--- config.mk ---
export PLATFORM = sky130hd
export DESIGN_NAME = reaction_round_ctrl_flat
export DESIGN_NICKNAME = d
export VERILOG_FILES = /design/src/rtl/reaction_pkg.sv /design/src/rtl/reaction_round_ctrl_if.sv /design/src/rtl/reaction_round_ctrl_ms_tick_gen.sv /design/src/rtl/reaction_round_ctrl.sv /design/src/flat_wrapper.sv
export SDC_FILE = /design/constraint.sdc
export NUM_CORES = 1
export LEC_CHECK = 0
export ABC_AREA = 1
export BUFFER_PORTS_ARGS = -buffer_cell sky130_fd_sc_hd__buf_2
export CORE_MARGIN = 2
export CORE_UTILIZATION = 30
export DETAILED_ROUTE_END_ITERATION = 16
export GPL_ROUTABILITY_DRIVEN = 0
export HOLD_SLACK_MARGIN = 0.08
export PLACE_DENSITY = 0.51
export SYNTH_ARGS = -nofsm -noshare
export SYNTH_HDL_FRONTEND = slang
export SYNTH_SLANG_ARGS = --single-unit
--- constraint.sdc ---
create_clock -name clk -period 2.7 [get_ports clk]
set_clock_uncertainty 0.05 [all_clocks]
set_input_delay 0.27 -clock clk [delete_from_list [all_inputs] [get_ports clk]]
set_output_delay 0.27 -clock clk [all_outputs]
set_load 0.05 [all_outputs]
--- src/rtl/reaction_pkg.sv ---
// Shared types and constants for the reaction-round controller and its display-side consumers.
package reaction_pkg;

    localparam int REACT_W = 14;
    localparam logic [REACT_W-1:0] BEST_RESET = 14'h3FFF;

    typedef enum logic [2:0] {
        ST_IDLE  = 3'd0,
        ST_WAIT  = 3'd1,
        ST_REACT = 3'd2,
        ST_DONE  = 3'd3,
        ST_FALSE = 3'd4
    } state_t;

    // Count up by one but never past lim, so the reaction counter cannot wrap.
    function automatic logic [REACT_W-1:0] sat_inc(input logic [REACT_W-1:0] v,
                                                   input logic [REACT_W-1:0] lim);
        return (v >= lim) ? lim : v + REACT_W'(1);
    endfunction

endpackage

--- src/rtl/reaction_round_ctrl_if.sv ---
// Button/LFSR inputs and result outputs of one reaction round.
// best_ms exists only when REACTION_BEST_TIME_EN is defined.
interface reaction_round_ctrl_if
    import reaction_pkg::*;
#(
    parameter int RAND_W = 13
) ();

    logic               start;
    logic               stop;
    logic [RAND_W-1:0]  rand_val;
    logic               led;
    logic               busy;
    logic [REACT_W-1:0] react_ms;
    logic               result_valid;
    logic               timeout;
    logic               false_start;
`ifdef REACTION_BEST_TIME_EN
    logic [REACT_W-1:0] best_ms;

    modport master (
        output start, stop, rand_val,
        input  led, busy, react_ms, result_valid, timeout, false_start, best_ms
    );
    modport slave (
        input  start, stop, rand_val,
        output led, busy, react_ms, result_valid, timeout, false_start, best_ms
    );
`else
    modport master (
        output start, stop, rand_val,
        input  led, busy, react_ms, result_valid, timeout, false_start
    );
    modport slave (
        input  start, stop, rand_val,
        output led, busy, react_ms, result_valid, timeout, false_start
    );
`endif

endinterface

--- src/rtl/reaction_round_ctrl_ms_tick_gen.sv ---
// Millisecond strobe: a one-cycle tick every CLKS_PER_MS clocks, restartable with clr.
module ms_tick_gen #(
    parameter int CLKS_PER_MS = 50000
) (
    input  logic clk,
    input  logic reset,
    input  logic clr,
    output logic tick
);

    localparam int CW = (CLKS_PER_MS > 1) ? $clog2(CLKS_PER_MS) : 1;
    localparam logic [CW-1:0] TC = CW'(CLKS_PER_MS - 1);

    logic [CW-1:0] r_cnt;

    assign tick = (r_cnt == TC);

    always_ff @(posedge clk) begin
        if (reset || clr || tick) begin
            r_cnt <= '0;
        end else begin
            r_cnt <= r_cnt + CW'(1);
        end
    end

endmodule

--- src/rtl/reaction_round_ctrl.sv ---
// One reaction-time round per start press: random delay, LED, then ms count until stop or timeout.
// Best-time tracking is built only when REACTION_BEST_TIME_EN is defined.
//
// state    | meaning
// ---------+------------------------------------------------------
// ST_IDLE  | after reset, waiting for a start edge
// ST_WAIT  | counting down the random delay, LED off
// ST_REACT | LED on, counting ms until stop or saturation
// ST_DONE  | result (or timeout) held for the display
// ST_FALSE | stop pressed before the LED, false start held
module reaction_round_ctrl
    import reaction_pkg::*;
#(
    parameter int CLKS_PER_MS  = 50000,
    parameter int RAND_W       = 13,
    parameter int MIN_DELAY_MS = 1000,
    parameter int MAX_REACT_MS = 9999
) (
    input  logic                 clk,
    input  logic                 reset,
    reaction_round_ctrl_if.slave bus
);

    localparam logic [RAND_W-1:0]  MIN_D = RAND_W'(MIN_DELAY_MS);
    localparam logic [RAND_W-1:0]  D_ONE = RAND_W'(1);
    localparam logic [REACT_W-1:0] MAX_R = REACT_W'(MAX_REACT_MS);

    state_t             r_state;
    logic               r_start_q;
    logic [RAND_W-1:0]  r_delay_cnt;
    logic [REACT_W-1:0] r_react_cnt;
    logic [REACT_W-1:0] r_react_ms;
    logic               r_led;
    logic               r_busy;
    logic               r_valid;
    logic               r_timeout;
    logic               r_false_start;

    logic               w_start_edge;
    logic               w_launch;
    logic               w_arm;
    logic               w_tick;
    logic [RAND_W-1:0]  w_delay_init;
    logic [REACT_W-1:0] w_react_nxt;

    assign w_start_edge = bus.start & ~r_start_q;
    assign w_launch     = w_start_edge &&
                          (r_state == ST_IDLE || r_state == ST_DONE || r_state == ST_FALSE);
    // Final delay tick with no stop: the prescaler restarts so REACT gets full-length ms.
    assign w_arm        = (r_state == ST_WAIT) && !bus.stop && w_tick && (r_delay_cnt == D_ONE);
    assign w_delay_init = (bus.rand_val < MIN_D) ? MIN_D : bus.rand_val;
    assign w_react_nxt  = sat_inc(r_react_cnt, MAX_R);

    ms_tick_gen #(
        .CLKS_PER_MS(CLKS_PER_MS)
    ) u_tick (
        .clk  (clk),
        .reset(reset),
        .clr  (w_launch | w_arm),
        .tick (w_tick)
    );

`ifdef REACTION_BEST_TIME_EN
    logic [REACT_W-1:0] r_best_ms;
    assign bus.best_ms = r_best_ms;
`endif

    always_ff @(posedge clk) begin
        if (reset) begin
            r_state       <= ST_IDLE;
            r_start_q     <= 1'b0;
            r_delay_cnt   <= '0;
            r_react_cnt   <= '0;
            r_react_ms    <= '0;
            r_led         <= 1'b0;
            r_busy        <= 1'b0;
            r_valid       <= 1'b0;
            r_timeout     <= 1'b0;
            r_false_start <= 1'b0;
`ifdef REACTION_BEST_TIME_EN
            r_best_ms     <= BEST_RESET;
`endif
        end else begin
            r_start_q <= bus.start;
            case (r_state)
                ST_IDLE, ST_DONE, ST_FALSE: begin
                    if (w_start_edge) begin
                        r_state       <= ST_WAIT;
                        r_delay_cnt   <= w_delay_init;
                        r_react_cnt   <= '0;
                        r_busy        <= 1'b1;
                        r_valid       <= 1'b0;
                        r_timeout     <= 1'b0;
                        r_false_start <= 1'b0;
                    end
                end
                ST_WAIT: begin
                    if (bus.stop) begin
                        r_state       <= ST_FALSE;
                        r_false_start <= 1'b1;
                        r_busy        <= 1'b0;
                    end else if (w_tick) begin
                        r_delay_cnt <= r_delay_cnt - D_ONE;
                        if (r_delay_cnt == D_ONE) begin
                            r_state <= ST_REACT;
                            r_led   <= 1'b1;
                        end
                    end
                end
                ST_REACT: begin
                    // stop has priority, so a tick landing with it is not counted
                    if (bus.stop) begin
                        r_state    <= ST_DONE;
                        r_react_ms <= r_react_cnt;
                        r_valid    <= 1'b1;
                        r_led      <= 1'b0;
                        r_busy     <= 1'b0;
`ifdef REACTION_BEST_TIME_EN
                        if (r_react_cnt < r_best_ms) begin
                            r_best_ms <= r_react_cnt;
                        end
`endif
                    end else if (w_tick) begin
                        r_react_cnt <= w_react_nxt;
                        if (w_react_nxt == MAX_R) begin
                            r_state    <= ST_DONE;
                            r_react_ms <= MAX_R;
                            r_timeout  <= 1'b1;
                            r_valid    <= 1'b1;
                            r_led      <= 1'b0;
                            r_busy     <= 1'b0;
                        end
                    end
                end
                default: r_state <= ST_IDLE;
            endcase
        end
    end

    assign bus.led          = r_led;
    assign bus.busy         = r_busy;
    assign bus.react_ms     = r_react_ms;
    assign bus.result_valid = r_valid;
    assign bus.timeout      = r_timeout;
    assign bus.false_start  = r_false_start;

endmodule

--- src/flat_wrapper.sv ---
// flat-port wrapper written by rule: the top's interface ports become plain ports
module reaction_round_ctrl_flat import reaction_pkg::*;
#(
    parameter int CLKS_PER_MS  = 50000,
    parameter int RAND_W       = 13,
    parameter int MIN_DELAY_MS = 1000,
    parameter int MAX_REACT_MS = 9999
)
  (clk, reset, bus_start, bus_stop, bus_rand_val, bus_led, bus_busy, bus_react_ms, bus_result_valid, bus_timeout, bus_false_start);
  reaction_round_ctrl_if #(.RAND_W(RAND_W)) bus_i ();
  input  logic clk;
  input  logic reset;
  input wire logic [$bits(bus_i.start)-1:0] bus_start;
  input wire logic [$bits(bus_i.stop)-1:0] bus_stop;
  input wire logic [$bits(bus_i.rand_val)-1:0] bus_rand_val;
  output wire logic [$bits(bus_i.led)-1:0] bus_led;
  output wire logic [$bits(bus_i.busy)-1:0] bus_busy;
  output wire logic [$bits(bus_i.react_ms)-1:0] bus_react_ms;
  output wire logic [$bits(bus_i.result_valid)-1:0] bus_result_valid;
  output wire logic [$bits(bus_i.timeout)-1:0] bus_timeout;
  output wire logic [$bits(bus_i.false_start)-1:0] bus_false_start;
  assign bus_i.start = bus_start;
  assign bus_i.stop = bus_stop;
  assign bus_i.rand_val = bus_rand_val;
  assign bus_led = bus_i.led;
  assign bus_busy = bus_i.busy;
  assign bus_react_ms = bus_i.react_ms;
  assign bus_result_valid = bus_i.result_valid;
  assign bus_timeout = bus_i.timeout;
  assign bus_false_start = bus_i.false_start;
  reaction_round_ctrl #(.CLKS_PER_MS(CLKS_PER_MS), .RAND_W(RAND_W), .MIN_DELAY_MS(MIN_DELAY_MS), .MAX_REACT_MS(MAX_REACT_MS)) u_core (.clk(clk), .reset(reset), .bus(bus_i));
endmodule
==> results.json <==
{
  "hp-class": "primary input to register",
  "cp_slowest_cell": "dfxtp_1",
  "dieArea_um2": 13300,
  "vias": 3612,
  "relSlewSlack_pct": 64.3,
  "dp.final_hpwl_um": 7170,
  "rsz0062_at_grt": "no",
  "max-clock-path-buffers": 2,
  "power.total_mw": 4.00,
  "yosysWarnings": 0,
  "crit_arrival_ns": 2.56,
  "avgViaCountPerCell": 4.72,
  "cp-end-kind": "register",
  "antenna_found_initial": 0,
  "synth-simple-area-share_pct": 33.6,
  "synth_xor_area_share_pct": 2.36,
  "root_buffer": "clkbuf_16",
  "path_cells": "ha_1 > nand3_1 > nand2_1 > nand3_4 > nand2_4 > nor2_1 > nor2_1 > nand2_1 > o21bai_1 > nand3_1 > nand2_1 > a21oi_1",
  "cts_sinks": 66,
  "crit_type": "register to register",
  "ios": 36,
  "antenna_left": 0,
  "cts_tree": "done",
  "max_freq_ghz": 0.416,
  "synth.cell_area_um2": 3720,
  "fin_tns_setup_ns": 0,
  "dpl_worst_slack_ns": 0.232,
  "powerDensity_nw_per_um2": 907,
  "layout_setup_ws_ns": 0.298,
  "drv_slew": 0,
  "synth-seq-cells": 66,
  "fin_util_pct": 36.5,
  "synth_nets": 578,
  "die_h_um": 115,
  "grt.overflow.total": 0,
  "start_util_pct": 30.8,
  "cp-start-kind": "register",
  "post-route-period-util_pct": 89.0,
  "cp_max_fo": 16,
  "grt_max_degree": 31,
  "netlist_top_cells_count": "nand2_1 (127), inv_1 (73), nor2_1 (69)",
  "synthCells": 557,
  "ys_types": 45,
  "drt-initial-drc-count": 233,
  "syn2layout_area_growth_pct": 18.5,
  "clk_latency_ns": 0.34,
  "clkTransAtPathRegs_ns": 0.06,
  "post_cts_buffers": 0,
  "grtUsageTotal_pct": 15.3,
  "drc": 0,
  "period_minus_slack_ns": 2.40,
  "tightest_slew_ns": 0.534,
  "drv_cap": 0,
  "synth_top_area_share_pct": 35.5,
  "std_cell_rows": 40,
  "hold_violations": 0,
  "h-tree-depth": 3,
  "cpMostUsedCell": "nand2_1",
  "synth_top_family_by_area": "simple AND/OR/NAND/NOR gates",
  "setup_viol_count_final": 0,
  "fp.dieW_um": 115,
  "synth_mux_area_share_pct": 0,
  "layout-drive-gt1-share_pct": 14.9,
  "outcome": "finished clean",
  "nets": 614,
  "diodes": 0,
  "yosysSeqAreaShare_pct": 35.5,
  "fp.coreArea_um2": 12100,
  "numCtsBuffers": 9,
  "slowest_delay_ns": 0.45,
  "synth_most_common_cell": "nand2_1",
  "required_ns": 2.86,
  "synth.area.top_cells": "dfxtp_1 (36%), nand2_1 (13%), inv_1 (7.4%)",
  "port_buffers": 35,
  "async_reset_ff_share_pct": 0,
  "synthAdderAreaFrac_pct": 1.35,
  "grt_pass1_wl_um": 16100,
  "synth_top_cell_by_area": "dfxtp_1",
  "grt_pass1_vias": 3435,
  "p_leak_nw": 1.83,
  "synth_compound_area_share_pct": 17.0,
  "synth_edf_count": 0,
  "drt_wl_total_um": 9690,
  "synthFlopType": "dfxtp_1",
  "wire_per_inst_um": 12.7,
  "ir_drop_mv": 0.371,
  "dr.pass1.iters": 4,
  "synth_area_per_cell_um2": 6.67
}
[state kept, by name, indices dropped and copies added (netlist names)]
name,flops
u_core.bus.busy,1
u_core.r_state,3
u_core.bus.false_start,1
u_core.r_react_cnt,14
u_core.r_delay_cnt,13
u_core.bus.react_ms,14
u_core.bus.led,1
u_core.bus.timeout,1
u_core.bus.result_valid,1
u_core.u_tick.r_cnt,16
u_core.r_start_q,1
[per-layer routing]
| layer | wire [um] | GRT usage (%) | share of wire, % |
|---|---|---|---|
| met5 | 0 | 0 | 0 |
| met4 | 152 | 5.46 | 1.6 |
| met3 | 311 | 3.48 | 3.2 |
| met2 | 4620 | 25.8 | 48 |
| met1 | 4610 | 19.2 | 48 |
[worst paths after layout]
kind	start	end	slack (ns)	depth (start not counted)
max	u_core.r_react_cnt[0]$_SDFFE_PP0P_	u_core.r_state[2]$_SDFFE_PP0P_	0.30	12
min	bus_start	u_core.r_start_q$_SDFF_PP0_	0.12	3
max reg2reg	u_core.r_react_cnt[0]$_SDFFE_PP0P_	u_core.r_state[2]$_SDFFE_PP0P_	0.30	12
min reg2reg	u_core.u_tick.r_cnt[0]$_SDFF_PP0_	u_core.u_tick.r_cnt[0]$_SDFF_PP0_	0.39	1
[final cells by class]
type | instances | area [um2]
multi-input cells | 399 | 2020
clock buffers | 9 | 225
fillers | 1288 | 7660
clock inverters | 7 | 116
inverters | 75 | 282
well taps | 168 | 210
flip-flops and latches | 66 | 1320
repair buffers | 42 | 228
[layout by cell type, fill, tap and decap left out, types with 2 or more instances in the layout]
cell type,count
a21oi_1,46
a21oi_2,3
a31oi_1,7
and3_1,2
buf_2,35
buf_4,7
bufinv_16,3
clkbuf_16,9
clkinv_2,2
dfxtp_1,66
ha_1,4
inv_1,73
inv_2,2
nand2_1,127
nand2_2,2
nand2_4,3
nand3_1,32
nand3_2,5
nand3_4,2
nand3b_1,3
nand4_1,7
nor2_1,69
nor2_2,6
nor2_4,4
nor3_1,6
nor4_1,2
o21a_1,2
o21ai_0,38
o21ai_1,2
o21bai_1,2
o22ai_1,2
xnor2_1,2
xor2_1,8
[report_power, final]
group | internal, mW | switching [mW]
clock | 0.902 | 0.462
sequential | 1.13 | 0.131
combinational | 0.419 | 0.953
[per-stage QoR]
step,std cells,hold slack [ns],area [um2]
floorplan,557,0.345,3720
global placement,750,0.380,4060
detailed placement,750,0.387,4060
CTS,766,0.114,4400
global route,766,0.157,4410
finish,766,0.124,4410
[timing repair]
item                       4_1_cts  5_1_grt
resized for setup                0        1
hold buffers                     0        0
setup endpoints to repair        0        7
[logic make-up (layout without fill, tap and decap cells)]
family,after synthesis,count (layout)
buffers and inverters,92,133
AO/OA/AOI/OAI,112,112
flip-flops,66,66
XOR/XNOR,10,10
adder cells (fa/ha/maj),4,4
AND/OR/NAND/NOR,273,273
[worst max-delay path, delay by kind of cell, from the launching register on]
kind	cells	cell delay, ns
adders and majority gates	1	0.28
and+or+nand+nor	9	1.13
AOI/OAI and AO/OA	2	0.36
DFF	1	0.45
No activity file was read; power rests on OpenSTA's default activity.
